--- config.mk ---
export PLATFORM = sky130hd
export DESIGN_NAME = cbus_arbiter
export DESIGN_NICKNAME = d
export VERILOG_FILES = /design/src/rtl/cbus_arbiter_pkg.sv /design/src/rtl/cbus_arb_picker.sv /design/src/rtl/cbus_arbiter.sv
export SDC_FILE = /design/constraint.sdc
export NUM_CORES = 1
export LEC_CHECK = 0
export ABC_CLOCK_PERIOD_IN_PS = 1000
export CAP_MARGIN = 25
export CORE_AREA = 10 10 126 128
export CTS_BUF_LIST = sky130_fd_sc_hd__clkbuf_8
export DETAILED_ROUTE_END_ITERATION = 12
export DIE_AREA = 0 0 136 138
export MAX_ROUTING_LAYER = met4
export SLEW_MARGIN = 10
export SYNTH_ARGS = -nofsm -noshare
export SYNTH_HDL_FRONTEND = slang
export SYNTH_HIERARCHICAL = 1
export SYNTH_SLANG_ARGS = --single-unit
--- constraint.sdc ---
create_clock -name clk -period 1 [get_ports clk]
set_input_delay 0.15 -clock clk [delete_from_list [all_inputs] [get_ports clk]]
set_output_delay 0.15 -clock clk [all_outputs]
set_load 0.02 [all_outputs]
--- src/rtl/cbus_arbiter_pkg.sv ---
// Cache-bus request/response types and arbiter helpers shared by the cbus
// arbiter and the caches that drive it.
package cbus_arbiter_pkg;

  typedef enum logic [2:0] {
    CBUS_SZ_BYTE  = 3'd0,
    CBUS_SZ_HALF  = 3'd1,
    CBUS_SZ_WORD  = 3'd2,
    CBUS_SZ_DWORD = 3'd3
  } cbus_size_t;

  // len counts beats in the burst (1 = single beat).
  typedef struct packed {
    logic        valid;
    logic        is_write;
    cbus_size_t  size;
    logic [31:0] addr;
    logic [7:0]  len;
    logic [3:0]  strobe;
    logic [31:0] data;
  } cbus_req_t;

  typedef struct packed {
    logic        ready;
    logic        last;
    logic [31:0] data;
  } cbus_resp_t;

  typedef enum logic {
    IDLE = 1'b0,
    BUSY = 1'b1
  } cbus_arb_state_t;

  localparam int CBUS_NUM_REQ_DEFAULT = 2;

  // Index width for n requesters; never narrower than one bit.
  function automatic int cbus_arb_idx_w(input int n);
    return (n < 2) ? 1 : $clog2(n);
  endfunction

  localparam int CBUS_ARB_IDX_W = cbus_arb_idx_w(CBUS_NUM_REQ_DEFAULT);

endpackage

--- src/rtl/cbus_arb_picker.sv ---
// Combinational winner selection: rotate the valid vector so the pointer sits
// at bit 0, take the lowest set bit, then rotate the index back.
module cbus_arb_picker
  import cbus_arbiter_pkg::*;
#(
  parameter int NUM_REQ = 2
) (
  input  logic [NUM_REQ-1:0]                 valid,
  input  logic [cbus_arb_idx_w(NUM_REQ)-1:0] ptr,
  output logic [cbus_arb_idx_w(NUM_REQ)-1:0] winner,
  output logic                               any
);

  localparam int IDX_W = cbus_arb_idx_w(NUM_REQ);
  localparam logic [IDX_W:0] NUM_W = (IDX_W + 1)'(NUM_REQ);

  logic [NUM_REQ-1:0] rot_s;
  logic [IDX_W-1:0]   enc_s;
  logic [IDX_W:0]     sum_s;

  function automatic int wrap_idx(input int j);
    return (j >= NUM_REQ) ? (j - NUM_REQ) : j;
  endfunction

  // Rotate so that requester 'ptr' lands at position 0.
  always_comb begin
    rot_s = '0;
    for (int i = 0; i < NUM_REQ; i++) begin
      for (int j = 0; j < NUM_REQ; j++) begin
        rot_s[i] = rot_s[i] | (valid[j] && (j == wrap_idx(i + int'(ptr))));
      end
    end
  end

  // Lowest rotated position wins.
  always_comb begin
    enc_s = '0;
    for (int i = NUM_REQ - 1; i >= 0; i--) begin
      enc_s = rot_s[i] ? IDX_W'(i) : enc_s;
    end
  end

  // Undo the rotation with a modulo-NUM_REQ add.
  always_comb begin
    sum_s  = {1'b0, enc_s} + {1'b0, ptr};
    winner = (sum_s >= NUM_W) ? IDX_W'(sum_s - NUM_W) : sum_s[IDX_W-1:0];
    any    = |valid;
  end

endmodule

--- src/rtl/cbus_arbiter.sv ---
// Shared cache-bus arbiter: grants one requester per burst and holds the grant
// until ready&&last. Define CBUS_ARB_FIXED_PRIO_EN for fixed lowest-index priority.
module cbus_arbiter
  import cbus_arbiter_pkg::*;
#(
  parameter int NUM_REQ = 2
) (
  input  logic       clk,
  input  logic       reset,
  input  cbus_req_t  ireqs  [NUM_REQ],
  output cbus_resp_t iresps [NUM_REQ],
  output cbus_req_t  oreq,
  input  cbus_resp_t oresp
);

  localparam int IDX_W = cbus_arb_idx_w(NUM_REQ);

  cbus_arb_state_t    state_r;
  logic [IDX_W-1:0]   owner_r;
  logic [IDX_W-1:0]   ptr_s;
  logic [IDX_W-1:0]   winner_s;
  logic               any_s;
  logic               busy_s;
  logic               burst_end_s;
  logic [NUM_REQ-1:0] valid_s;

`ifdef CBUS_ARB_FIXED_PRIO_EN
  assign ptr_s = '0;
`else
  localparam logic [IDX_W-1:0] LAST_IDX = IDX_W'(NUM_REQ - 1);

  logic [IDX_W-1:0] ptr_r;
  logic [IDX_W-1:0] next_ptr_s;

  assign ptr_s      = ptr_r;
  assign next_ptr_s = (owner_r == LAST_IDX) ? '0 : (owner_r + IDX_W'(1));
`endif

  assign busy_s      = (state_r == BUSY);
  assign burst_end_s = oresp.ready && oresp.last;

  // Gather request valids for the picker.
  always_comb begin
    valid_s = '0;
    for (int i = 0; i < NUM_REQ; i++) begin
      valid_s[i] = ireqs[i].valid;
    end
  end

  cbus_arb_picker #(
    .NUM_REQ (NUM_REQ)
  ) u_picker (
    .valid  (valid_s),
    .ptr    (ptr_s),
    .winner (winner_s),
    .any    (any_s)
  );

  // Grant FSM: latch a winner in IDLE, hold it until the last beat.
  always_ff @(posedge clk or negedge reset) begin
    if (!reset) begin
      state_r <= IDLE;
      owner_r <= '0;
`ifndef CBUS_ARB_FIXED_PRIO_EN
      ptr_r   <= '0;
`endif
    end else begin
      case (state_r)
        IDLE: begin
          if (any_s) begin
            owner_r <= winner_s;
            state_r <= BUSY;
          end else begin
            state_r <= IDLE;
          end
        end
        BUSY: begin
          if (burst_end_s) begin
            state_r <= IDLE;
`ifndef CBUS_ARB_FIXED_PRIO_EN
            ptr_r   <= next_ptr_s;
`endif
          end else begin
            state_r <= BUSY;
          end
        end
        default: begin
          state_r <= IDLE;
        end
      endcase
    end
  end

  // Downstream request is the owner's request while busy, zero otherwise.
  always_comb begin
    oreq = '0;
    for (int i = 0; i < NUM_REQ; i++) begin
      oreq = (busy_s && (owner_r == IDX_W'(i))) ? ireqs[i] : oreq;
    end
  end

  // Responses reach only the owner; spurious responses in IDLE are dropped.
  always_comb begin
    for (int i = 0; i < NUM_REQ; i++) begin
      iresps[i] = (busy_s && (owner_r == IDX_W'(i))) ? oresp : '0;
    end
  end

endmodule
Word-level counts from Yosys, hierarchy flattened
Cells that the tools add are included.

storage, ports and cells
  logic and storage cells = 43
  register bits = 3
  input bits = 198

cells by class
  muxes and demuxes = 13
  reduce and logical (&&, ||, !) cells = 12
  bitwise gates (word level) = 4
  $lt $le $gt $ge = 3
  equal/unequal tests = 2
  add/subtract/negate cells = 6

operators with widths
  operator               count
  $mux 81                2
  $mux 34                2
  $eq 2x32->1 const A    2
  $logic_not 32->1       2
  $mux 32                2
  $ge 32x3->1 const B    1
  $sub 32x3->32 const B  1
  $logic_and 1x1->1      7
  $mux 1                 6
  $reduce_and 2->1       2
  $sub 1x2->3 const B    1
  $add 1x1->2            1
  $add 1x1->2 const A    1
  $ge 1x2->1 const B     1
  $ge 2x2->1 const B     1
  $not 1->1              2
  $or 1x1->1             2
  $pmux 1 s2             1
  $reduce_or 2->1        1
  $add 1x1->1 const B    1
  $sub 1x1->1 const B    1

Logic depth before layout (Yosys ltp)
  word-level depth = 11
  mapped depth = 4
  mapped depth without buffers = 3

Cells and area by module
Netlist, hierarchy kept.

by module, submodules not included
  module           times used  cells an instance  area an instance (um2)
  cbus_arbiter     1           269                2134.5
  cbus_arb_picker  1           3                  21.3

Worst setup path before layout
OpenSTA, ideal clock, no wires.

  path kind = reg2out
  start point = reg owner_r
  end point = out oreq[76] in the netlist's numbering
  required time = 850 ps
  path slack = -256 ps
  arrival time = 1106 ps
  stages on the path, launching flop included = 5
  path through = dfrtp_1 buf_6 clkbuf_8 mux2i_1 nor2b_1

RTL lines
  what                    line                text
  from (decl)             cbus_arbiter.sv:19  logic [IDX_W-1:0] owner_r;
  from (signal assigned)  cbus_arbiter.sv:71  owner_r <= winner_s;
  to (decl)               cbus_arbiter.sv:12  output cbus_req_t oreq,

==> impl_metrics.toml <==
[finish]
multiInputGateArea_um2 = 2250
fin_area_um2 = 6490
drive_gt1_frac = 0.588
n_antenna_cell = 0
fin_nets = 833
nFillCells = 1329
area.sequential_um2 = 80.1
area_growth_pct = 201

[global_route]
antenna_found_initial = 0
grt_pass1_vias = 3657
grt_max_degree = 30
grt_overflow = 0
grt_pass1_wl_mm = 21.9
gr-usage-all-layers = 0.150

[worst_setup_path]
r2r-start = "owner_r$_DFFE_PN0P_"
worstRegToRegCells = 3
cp-startpoint = "owner_r$_DFFE_PN0P_"
crit_path_start_kind = "flop"
cp_max_fo = 7
rrSetupSlack_ns = -0.19
timing_worst_setup_path_type = "flop to primary output"
r2r_end = "owner_r$_DFFE_PN0P_"
arrival_ns = 1.48
cp-end-kind = "primary output"
crit_required_ns = 0.85

[synthesis]
yosysWarningCount = 6
synth_top_family_by_area = "simple AND/OR/NAND/NOR gates"
synth_xor_area_frac = 0
synth_top_area_cell = "mux2i_1"
synth_compound_gate_area_share = 0.00348
postSynthAreaPerCell_um2 = 7.93
postSynthCellCount = 272
synthTopCellsByArea = "mux2i_1 (38%), nor2b_1 (24%), and2_1 (9.9%)"
yosysUniqueCellTypes = 20
syn-num-nets = 470
yosys.area_share.simple = 0.447
netlist.area_leader.share = 0.381
ys_seq_area_frac = 0.0348
synth_seq_cells = 3
synth_area_um2 = 2160
yosys.area_share.adder = 0.00522
synth_mux_area_frac = 0.386

[timing]
fin_worst_skew_ns = 0.000627
whs_ns = 0.125
fin_crit_sh = 1.63
hold_violations = 0
rsz0062_at_grt = "yes"
final.setup.worst_slack_ns = -0.633
fmax_mhz = 612
min_period_ns = 1.63
slew_headroom = 0.870
tightest_slew_ns = 0.189
final_max_slew_viol_count = 0
setup_viol = 152

[detailed_routing]
drc = 0
viasPerCell = 4.09
postRouteWirelength_mm = 15.4
met3_length_mm = 1.47
met2WireLength_mm = 8.14
drt_iter0_markers = 42
ant_nets = 0
highest_layer = "met4"
via_count = 3326
drt-wirelength-per-cell_um = 18.9
m1WireLength_mm = 5.65
dr.pass1.iters = 4

[power]
peakVddDrop_mv = 0.803
power.total_w = 0.0124
power_density_nw_per_um2 = 1920
leakage_nw = 3.04

[floorplanning]
rows = 43
core_um2 = 13500
fp.dieH_um = 138
dieWidth_um = 136
initial_core_util = 0.160
ioPinCount = 347
die_area_um2 = 18800

[clocking]
path_clk_slew_ns = 0.03
clock-root-buffer = "clkbuf_8"
cts_tree = "built"
ctsHoldBuffers = 0
clock_path_buffers = 2
h-tree-depth = 1
cts_made_buffers = 3
cts_sinks = 3
clock_latency_ns = 0.22

[outcome]
violations = "setup timing"
status = "finished, violations left"

[run]
max_cap_viol_count = 0

[placed_design]
io_buffers = 346
placed_cell_area_um2 = 6230
gp_congestion = 0.847
hpwlAfterDp_mm = 13.4

[worst_hold_path]
min_path_type = "primary input to asynchronous set/reset pin"
[placed cells by master, fill, tap and decap left out, types with 2 or more instances in the layout]
master	netlist	final
and2_2	0	9
and2_4	0	25
and3_2	0	31
and3_4	0	3
buf_12	1	7
buf_2	3	6
buf_4	2	76
buf_6	4	97
buf_8	7	2
clkbuf_8	1	3
clkdlybuf4s50_1	0	195
dlygate4sd2_1	0	2
inv_1	2	3
mux2i_1	82	58
mux2i_2	0	23
nor2b_2	0	81
[cells in the mapped netlist, drive strengths merged]
| library cell | n |
|---|---|
| and2 | 34 |
| and3 | 34 |
| buf | 17 |
| clkbuf | 12 |
| dfrtp | 3 |
| inv | 2 |
| maj3 | 1 |
| mux2 | 1 |
| mux2i | 82 |
| nand3 | 1 |
| nor2b | 83 |
| o21a | 1 |
| or2 | 1 |
[worst max-delay path, stage by stage, from the launching register on]
cell and delay [ns]:
dfrtp_4 0.49, buf_12 0.15, nor2b_4 0.11, buf_4 0.12, buf_4 0.12, and2_2 0.15, buf_6 0.11
[through the flow]
step                setup slack [ns]  cells   util  TNS (ns)
detailed placement            -0.863    802  0.461   -119.80
CTS                           -0.652    813  0.466    -87.48
global placement              -0.860    802  0.461   -119.00
global route                  -0.691    814  0.481    -91.91
floorplan                     -0.193    272      -    -23.66
finish                        -0.633    814  0.481    -85.06
[power breakdown]
group          switching [W]  internal, W
registers          0.0000515     0.000181
logic                0.00543      0.00643
clock network      0.0000855     0.000262
total                0.00557      0.00687
[registers in the layout, indices dropped and copies added (netlist names)]
name,cells
owner_r,1
ptr_r,1
busy_s,1
[layout make-up]
class                   count  area share
repair buffers            387       0.598
multi-input cells         238       0.346
well taps                 180      0.0347
flip-flops and latches      3      0.0123
clock buffers               3     0.00636
inverters                   2     0.00116
clock inverters             1    0.000578
[repair_timing]
item	in CTS	in global routing
setup endpoints to repair	152	152
gates resized for setup	846	52
setup buffers	4	0
cloned	3	1
pin swaps	18	4
[logic make-up after synthesis]
kind of cell    Yosys count
mux                      83
fa+ha+maj                 1
flops                     3
buf+inv                  31
compound gates            1
simple gates            153
[routing by layer]
layer,global-route usage,vias to the layer above
met5,-,-
met4,0.0236,0
met3,0.0453,9
met2,0.283,199
met1,0.148,1474
li1,-,1644
[how the worst max path moves through the flow]
stage | to | depth (start not counted) | slack (ns)
after floorplan | iresps[37] | 4 | -0.19
after global placement | oreq[63] | 5 | -0.86
after detailed placement | oreq[74] | 5 | -0.86
after CTS | iresps[67] | 6 | -0.65
after global routing | iresps[65] | 6 | -0.69
final | iresps[55] | 6 | -0.63
Note: power is estimated with default switching activity, not from simulation.
